--- config.mk ---
export PLATFORM = sky130hd
export DESIGN_NAME = trng_conditioner_flat
export DESIGN_NICKNAME = d
export VERILOG_FILES = /design/src/rtl/trng_if.sv /design/src/rtl/trng_conditioner.sv /design/src/flat_wrapper.sv
export SDC_FILE = /design/constraint.sdc
export NUM_CORES = 1
export LEC_CHECK = 0
export CORE_MARGIN = 3
export CORE_UTILIZATION = 30
export CTS_BUF_LIST = sky130_fd_sc_hd__clkbuf_4
export DETAILED_ROUTE_END_ITERATION = 7
export DONT_BUFFER_PORTS = 1
export PLACE_DENSITY = 0.48
export SLEW_MARGIN = 0
export SYNTH_ARGS = -nofsm -noshare
export SYNTH_HDL_FRONTEND = slang
export SYNTH_SLANG_ARGS = --single-unit
--- constraint.sdc ---
create_clock -name clk -period 3.9 [get_ports clk]
set_clock_uncertainty 0.2 [all_clocks]
set_input_delay 0.78 -clock clk [delete_from_list [all_inputs] [get_ports clk]]
set_output_delay 0.78 -clock clk [all_outputs]
set_load 0.01 [all_outputs]
--- src/rtl/trng_if.sv ---
// Entropy-front-end pin bundle between the conditioner (master) and the SoC
// wrapper / analog source side (slave).
interface trng_if #(
  parameter int FIFO_DEPTH = 32
) ();
  logic                          raw_bit;
  logic                          osc_en;
  logic                          trng_req;
  logic                          trng_bit;
  logic                          trng_valid;
  logic                          health_fail;
  logic [$clog2(FIFO_DEPTH):0]   fill_level;

  modport master (
    input  raw_bit, trng_req,
    output osc_en, trng_bit, trng_valid, health_fail, fill_level
  );

  modport slave (
    output raw_bit, trng_req,
    input  osc_en, trng_bit, trng_valid, health_fail, fill_level
  );
endinterface

--- src/rtl/trng_conditioner.sv ---
// Raw oscillator bit -> sync -> decimate -> von Neumann debias + repetition
// count health test -> conditioned-bit FIFO popped by the SoC.
//
// state | meaning
// EMPTY | no sample held, next strobe opens a pair
// HALF  | first sample of a pair held in stored_q
module trng_conditioner #(
  parameter int SAMPLE_DIV = 16,
  parameter int FIFO_DEPTH = 32,
  parameter int RCT_CUTOFF = 32
) (
  input  logic   clk,
  input  logic   reset,
  trng_if.master bus
);
  localparam int PW = $clog2(FIFO_DEPTH);
  localparam int FW = PW + 1;
  localparam int DW = (SAMPLE_DIV > 2) ? $clog2(SAMPLE_DIV) : 1;
  localparam int RW = $clog2(RCT_CUTOFF + 1);

  typedef enum logic {EMPTY, HALF} pair_t;

  pair_t             pair_q, pair_d;
  logic              stored_q, stored_d;
  logic              push_q, push_d;
  logic              push_bit_q, push_bit_d;

  logic [1:0]        sync_q;
  logic [DW-1:0]     div_q;
  logic              osc_en_q;
  logic [RW-1:0]     rct_q;
  logic              prev_q;
  logic              fail_q;
  logic [FIFO_DEPTH-1:0] mem_q;
  logic [PW-1:0]     rd_q, wr_q;
  logic [FW-1:0]     fill_q;

  logic              sample, strobe, fail_now, valid, pop, push_ok, full;
  logic [RW-1:0]     rct_next;

  assign sample   = sync_q[1];
  assign strobe   = osc_en_q && (div_q == DW'(SAMPLE_DIV - 1));
  assign full     = (fill_q == FW'(FIFO_DEPTH));
  assign valid    = (fill_q != '0) && !fail_q;
  assign pop      = bus.trng_req && valid;
  assign rct_next = ((rct_q != '0) && (sample == prev_q)) ? rct_q + RW'(1) : RW'(1);
  assign fail_now = strobe && (rct_next == RW'(RCT_CUTOFF));
  // A failing cycle drops the pending push along with flushing the FIFO.
  assign push_ok  = push_q && !fail_now && !full;

  always_ff @(posedge clk) begin
    if (reset) begin
      pair_q     <= EMPTY;
      stored_q   <= 1'b0;
      push_q     <= 1'b0;
      push_bit_q <= 1'b0;
    end else begin
      pair_q     <= pair_d;
      stored_q   <= stored_d;
      push_q     <= push_d;
      push_bit_q <= push_bit_d;
    end
  end

  always_comb begin
    pair_d     = pair_q;
    stored_d   = stored_q;
    push_d     = 1'b0;
    push_bit_d = push_bit_q;
    if (strobe) begin
      case (pair_q)
        EMPTY: begin
          stored_d = sample;
          pair_d   = HALF;
        end
        HALF: begin
          push_d     = (stored_q != sample);
          push_bit_d = stored_q;
          pair_d     = EMPTY;
        end
        default: pair_d = EMPTY;
      endcase
    end
    if (fail_now) begin
      pair_d = EMPTY;
      push_d = 1'b0;
    end
  end

  always_ff @(posedge clk) begin
    if (reset) begin
      sync_q   <= '0;
      div_q    <= '0;
      osc_en_q <= 1'b0;
      rct_q    <= '0;
      prev_q   <= 1'b0;
      fail_q   <= 1'b0;
      rd_q     <= '0;
      wr_q     <= '0;
      fill_q   <= '0;
    end else begin
      sync_q   <= {sync_q[0], bus.raw_bit};
      osc_en_q <= !fail_q && !fail_now && !full;
      if (osc_en_q)
        div_q <= (div_q == DW'(SAMPLE_DIV - 1)) ? '0 : div_q + DW'(1);
      if (strobe) begin
        rct_q  <= rct_next;
        prev_q <= sample;
      end
      if (push_ok) begin
        mem_q[wr_q] <= push_bit_q;
        wr_q        <= wr_q + PW'(1);
      end
      if (pop)
        rd_q <= rd_q + PW'(1);
      case ({push_ok, pop})
        2'b10:   fill_q <= fill_q + FW'(1);
        2'b01:   fill_q <= fill_q - FW'(1);
        default: fill_q <= fill_q;
      endcase
      if (fail_now) begin
        fail_q <= 1'b1;
        rd_q   <= '0;
        wr_q   <= '0;
        fill_q <= '0;
      end
    end
  end

  assign bus.osc_en      = osc_en_q;
  assign bus.trng_valid  = valid;
  assign bus.trng_bit    = valid & mem_q[rd_q];
  assign bus.health_fail = fail_q;
  assign bus.fill_level  = fill_q;
endmodule

--- src/flat_wrapper.sv ---
// flat-port wrapper written by rule: the top's interface ports become plain ports
module trng_conditioner_flat 
#(
  parameter int SAMPLE_DIV = 16,
  parameter int FIFO_DEPTH = 32,
  parameter int RCT_CUTOFF = 32
)
  (clk, reset, bus_raw_bit, bus_trng_req, bus_osc_en, bus_trng_bit, bus_trng_valid, bus_health_fail, bus_fill_level);
  trng_if #(.FIFO_DEPTH(FIFO_DEPTH)) bus_i ();
  input  logic clk;
  input  logic reset;
  input wire logic [$bits(bus_i.raw_bit)-1:0] bus_raw_bit;
  input wire logic [$bits(bus_i.trng_req)-1:0] bus_trng_req;
  output wire logic [$bits(bus_i.osc_en)-1:0] bus_osc_en;
  output wire logic [$bits(bus_i.trng_bit)-1:0] bus_trng_bit;
  output wire logic [$bits(bus_i.trng_valid)-1:0] bus_trng_valid;
  output wire logic [$bits(bus_i.health_fail)-1:0] bus_health_fail;
  output wire logic [$bits(bus_i.fill_level)-1:0] bus_fill_level;
  assign bus_i.raw_bit = bus_raw_bit;
  assign bus_i.trng_req = bus_trng_req;
  assign bus_osc_en = bus_i.osc_en;
  assign bus_trng_bit = bus_i.trng_bit;
  assign bus_trng_valid = bus_i.trng_valid;
  assign bus_health_fail = bus_i.health_fail;
  assign bus_fill_level = bus_i.fill_level;
  trng_conditioner #(.SAMPLE_DIV(SAMPLE_DIV), .FIFO_DEPTH(FIFO_DEPTH), .RCT_CUTOFF(RCT_CUTOFF)) u_core (.clk(clk), .reset(reset), .bus(bus_i));
endmodule
; ---- After elaboration in Yosys (flattened, before gate mapping)
; Cells that the tools add are included.
[word_totals]
output_inout_bits = 10
ff_bits = 67
[op_classes]
n_addsub = 6
eq_ne = 7
n_lt_le_gt_ge = 3
n_reduce_logical = 21
bitwise_logic = 4
mux = 9
[ops]
columns = cell, count
row1 = bitwise mux 32 bit, 1
row2 = "adder 6 x 1 -> 6 bit, second input constant", 2
row3 = "equality test 6 bit, second input constant", 2
row4 = "less-than comparator 5 x 6 -> 1 bit, second input constant", 2
row5 = case mux 6 bit (2 select lines), 1
row6 = nonzero test 6 bit, 2
row7 = "adder 5 x 1 -> 5 bit, second input constant", 2
row8 = logical AND 1 bit, 10
row9 = 2-to-1 mux 6 bit, 1
row10 = AND reduction 2 bit, 3
row11 = "subtractor 6 x 1 -> 6 bit, second input constant", 1
row12 = binary-select mux 1 bit (select 5 bit), 1
row13 = demux 1 bit (select 5 bit), 1
row14 = "greater-or-equal comparator 5 x 1 -> 1 bit, second input constant", 1
row15 = "adder 4 x 1 -> 4 bit, second input constant", 1
row16 = "equality test 4 bit, second input constant", 1
row17 = 2-to-1 mux 4 bit, 1
row18 = OR reduction 4 bit, 1
row19 = zero test 1 bit, 3
row20 = inverter 1 bit, 3
row21 = "equality test 2 x 1 -> 1 bit, second input constant", 1
row22 = "equality test 2 bit, second input constant", 1
row23 = 2-to-1 mux 1 bit, 2
row24 = case mux 1 bit (2 select lines), 1
row25 = other kinds (5), 5

; ---- Logic depth before layout (Yosys ltp)
[depth]
ltp_word = 10
mapped_depth = 14

; ---- Worst setup path after synthesis
; No wires, ideal clock.
[synth_path]
kind = reg2reg
startpoint = reg u_core.rct_q[0]
endpoint = reg u_core.fill_q[4] (netlist: u_core.bus.fill_level[4])
stages_incl_launch_ff = 15
t_required_ps = 3630
path_slack_ps = 471
setup_ps = 70
arrival_ps = 3159
period_less_slack_ps = 3429
cell_sequence = dfxtp_1 -> ha_1 -> a31o_2 -> a211oi_1 -> o2111ai_1 -> buf_4 -> nand3_1 -> ha_1 -> inv_1 -> fa_1 -> nor2b_1 -> o21a_1 -> nor3_1 -> or3b_2 -> a21oi_1
[synth_between]
elab_chain_cells = 10
word_cells_on_any_way = 14
cone_classes = 1 x add/sub / 3 x eq/ne / 2 x mux / 8 x reduce/logical
[synth_lines]
columns = item, line_no
row1 = "start, declared", trng_conditioner.sv:31  ; logic [RW-1:0] rct_q;
row2 = "start signal, assigned", trng_conditioner.sv:107  ; rct_q <= rct_next;
row3 = "parallel branches: the longest is 2 deep, another holds adder 6 x 1 -> 6 bit", -
row4 = 2-to-1 mux 6 bit (*), trng_conditioner.sv:46  ; assign rct_next = ((rct_q != '0) && (sample == prev_q)) ? rct_q + RW'(1) : RW'(1);
row5 = equality test 6 bit (*), trng_conditioner.sv:47  ; assign fail_now = strobe && (rct_next == RW'(RCT_CUTOFF));
row6 = logical AND 1 bit (*), trng_conditioner.sv:47
row7 = zero test 1 bit, trng_conditioner.sv:49  ; assign push_ok = push_q && !fail_now && !full;
row8 = logical AND 1 bit (2 in series), trng_conditioner.sv:49
row9 = equality test 2 x 1 -> 1 bit or equality test 2 bit (tied branches), trng_conditioner.sv:116  ; case ({push_ok, pop})
row10 = case mux 6 bit (2 select lines) or nonzero test 2 bit (tied branches), -
row11 = "end signal, assigned", trng_conditioner.sv:117  ; 2'b10: fill_q <= fill_q + FW'(1);
row12 = "end signal, assigned", trng_conditioner.sv:118  ; 2'b01: fill_q <= fill_q - FW'(1);
row13 = "end signal, assigned", trng_conditioner.sv:119  ; default: fill_q <= fill_q;
row14 = "end, declared", trng_conditioner.sv:36  ; logic [FW-1:0] fill_q;
; Mark *: on every way between the ends.
; A chain may end at the register's enable or synchronous reset.

; ---- Worst setup path after layout
; Ends and elaborated chain as after synthesis.

==> flow_summary.json <==
{
  "r2r_slack_ns": 0.31,
  "place.gp.congestion": 0.742,
  "hold_depth": 1,
  "max_freq_ghz": 0.279,
  "overflow": 0,
  "tns_ns": 0,
  "drt_iter0_drc": 169,
  "clk_pin_slew_ns": 0.12,
  "grt_pass1_vias": 2211,
  "dieWidth_um": 111,
  "cts_buffer_depth": 2,
  "slew_headroom_pct": 32.0,
  "antenna_cells": 0,
  "pwr_density_cell_mw_per_mm2": 366,
  "combPwrFrac_pct": 0.9,
  "cts-buffers-inserted": 9,
  "worst_slew_pin_slew_ns": 1.02,
  "cts_resized": 0,
  "synth_warnings": 0,
  "synthArstFlopShare_pct": 0,
  "ir_worst_vdd_v": 0.000162,
  "initial_core_util_pct": 31.6,
  "worstPathRequired_ns": 4.04,
  "switching_power_mw": 0.273,
  "syn2layout_area_growth_pct": 10.3,
  "cts.root.buffer_cell": "clkbuf_4",
  "pwr-share-clk_pct": 44.3,
  "row_count": 37,
  "clk_latency_ns": 0.41,
  "antenna_found_initial": 0,
  "synth-main-ff-cell": "dfxtp_1",
  "cp-end-kind": "flop",
  "grt_pass1_wl_mm": 11.4,
  "ys_seq_elements": 67,
  "outcome": "complete, no violations",
  "num_vias": 2275,
  "die_h_um": 111,
  "hp-class": "in -> reg",
  "viasPerCell": 4.98,
  "finalSetupViolCount": 0,
  "drive_gt1_share_pct": 14.6,
  "dpl.hpwl_mm": 4.52,
  "seqPwrFrac_pct": 54.8,
  "wirelength_mm": 6.67,
  "syn_nets": 330,
  "rsz0062_at_grt": "false",
  "period_share_pct": 92.0,
  "cp_max_fo": 9,
  "holdBufCountCts": 0,
  "cts-htree-levels": 3,
  "numPortBuffers": 0,
  "p_int_mw": 1.07,
  "min_to": "u_core.rct_q[3]",
  "p_sw_share_pct": 20.3,
  "syn_inst": 312,
  "cp-start-kind": "flop",
  "fillerInstances": 1067,
  "arrival_ns": 3.73,
  "worst-setup-path-type": "reg -> reg",
  "core_area_mm2": 0.0106,
  "syn_avg_cell_area_um2": 10.7,
  "synth_edf_count": 32,
  "drcViolationCount": 0,
  "grtUsageTotal_pct": 11.4,
  "io_pins": 14,
  "post_drt_wl_per_cell_um": 14.6,
  "grt_max_degree": 34,
  "fin_area_mm2": 0.00367,
  "tritoncts": "done",
  "cts_setup_buffers": 0,
  "hp-start": "reset",
  "dieArea_mm2": 0.0124,
  "yosysSeqAreaShare_pct": 49.9,
  "r2r-end": "u_core.bus.fill_level[4]",
  "fin_nets": 334,
  "synth_cell_types": 58,
  "synth_area_mm2": 0.00333,
  "final_hold_viol_count": 0,
  "p_leak_nw": 1.20,
  "period_needed_ns": 3.59,
  "slew_violations": 0,
  "firstDrtPassIters": 4,
  "ff2ff_path_depth": 13,
  "r2r_start": "u_core.rct_q[0]",
  "place_area_mm2": 0.00349,
  "postRouteAntennaNets": 0,
  "maxCapViolations": 0,
  "cts.sinks": 67
}
## Yosys cell counts (2+ instances only)
cell      count  area share [%]
nand3_1       7             1.1
xnor2_1       4             1.1
a211oi_1      2            0.45
a21oi_1      16             2.4
nand2b_1      2            0.38
nor2_1       53             6.0
buf_2         4            0.60
buf_1         2            0.23
nand4_2       3             1.1
dfxtp_1      35              21
ha_1         13             4.9
clkbuf_1      6            0.68
nand4_1       6             1.1
or3_1         3            0.56
o21ai_0      11             1.7
nand2_1      23             2.6
nand3b_1      5             1.1
edfxtp_1     32              29
or3b_2        2            0.53
xor2_1        7             1.8
or4_1         2            0.45
mux4_2       10             6.8
nor3_1       10             1.5
nor2b_1       9             1.7
inv_1         9             1.0
mux2i_1       2            0.60
o21a_1        3            0.68
## metal layers
layer	wire (um)	track usage [%]
met5	0	0
met4	60	4.14
met3	298	3.21
met2	2950	16.4
met1	3360	16.2
## state kept, by name, summed over array words and instances, names as in the netlist
signal	cells
u_core.bus.fill_level	6
u_core.bus.health_fail	1
u_core.bus.osc_en	1
u_core.div_q	4
u_core.mem_q	32
u_core.pair_q	1
u_core.prev_q	1
u_core.push_bit_q	1
u_core.push_q	1
u_core.rct_q	6
u_core.rd_q	5
u_core.stored_q	1
u_core.sync_q	2
u_core.wr_q	5
## metrics by stage
step           utilization (%)  hold WS [ns]  std cells  setup slack [ns]  power [mW]
3_5_place_dp              33.0         0.234        441             0.329       0.766
6_report                  34.8         0.215        457             0.313        1.35
5_1_grt                   34.8         0.171        457            0.0577        1.40
2_1_floorplan                -         0.214        312             0.471       0.766
4_1_cts                   34.8         0.180        457             0.306        1.37
3_3_place_gp              33.0         0.234        441             0.402       0.766
## cell type report
cell class	instances	area [um2]	share of cell area, %
clock buffers	10	75.1	2.04
clock inverters	6	113	3.07
inverters	9	33.8	0.920
multi-input cells	222	1570	42.7
flip-flops and latches	67	1660	45.2
well taps	136	170	4.63
repair buffers	7	52.6	1.43
## power groups by stage
| stage | clock network (mW) | logic, mW | registers, mW |
|---|---|---|---|
| 6_report | 0.596 | 0.0123 | 0.738 |
| 4_1_cts | 0.616 | 0.0125 | 0.738 |
| 2_1_floorplan | 0 | 0.0128 | 0.753 |
| 3_3_place_gp | 0 | 0.0124 | 0.754 |
| 3_5_place_dp | 0 | 0.0124 | 0.754 |
| 5_1_grt | 0.646 | 0.0142 | 0.739 |
## kinds of logic (layout without fill, tap and decap cells)
group           after synthesis  after routing  synth area share (%)
mux                          12             12                  7.36
buf+inv                      23             32                  3.08
fa+ha+maj                    14             14                  5.48
compound gates               47             47                  9.28
xor+xnor                     11             11                  2.89
simple gates                138            138                  22.0
flops                        67             67                  49.9
## how the worst max path moves through the flow
stage	slack (ns)	end	depth (start not counted)	from
2_1_floorplan	0.47	u_core.bus.fill_level[4]	14	u_core.rct_q[0]
3_3_place_gp	0.40	u_core.bus.fill_level[4]	13	u_core.rct_q[0]
3_5_place_dp	0.33	u_core.bus.fill_level[4]	13	u_core.rct_q[0]
4_1_cts	0.31	u_core.bus.fill_level[4]	13	u_core.rct_q[0]
5_1_grt	0.06	u_core.bus.fill_level[4]	13	u_core.rct_q[0]
6_report	0.31	u_core.bus.fill_level[4]	13	u_core.rct_q[0]
## critical path, cell delays in order, from the launching register on
cell and delay (ns):
dfxtp_1 0.40, ha_1 0.31, a31o_2 0.27, a211oi_1 0.28, o2111ai_1 0.19, nand3_1 0.14
ha_1 0.33, inv_1 0.10, fa_1 0.38, nor2b_1 0.17, o21a_1 0.15, nor3_1 0.04
or3b_2 0.43, a21oi_1 0.13
## cells in the final DEF (no fill, tap or decap), types with 3 or more instances in the layout
cell type and count:
a21oi_1 16, buf_4 7, bufinv_16 3, clkbuf_4 10
dfxtp_1 35, edfxtp_1 32, ha_1 13, inv_1 9
mux4_2 10, nand2_1 23, nand3_1 7, nand3b_1 5
nand4_1 6, nand4_2 3, nor2_1 53, nor2b_1 9
nor3_1 10, o21a_1 3, o21ai_0 11, or3_1 3
xnor2_1 4, xor2_1 7
(Power assumes the default switching activity.)
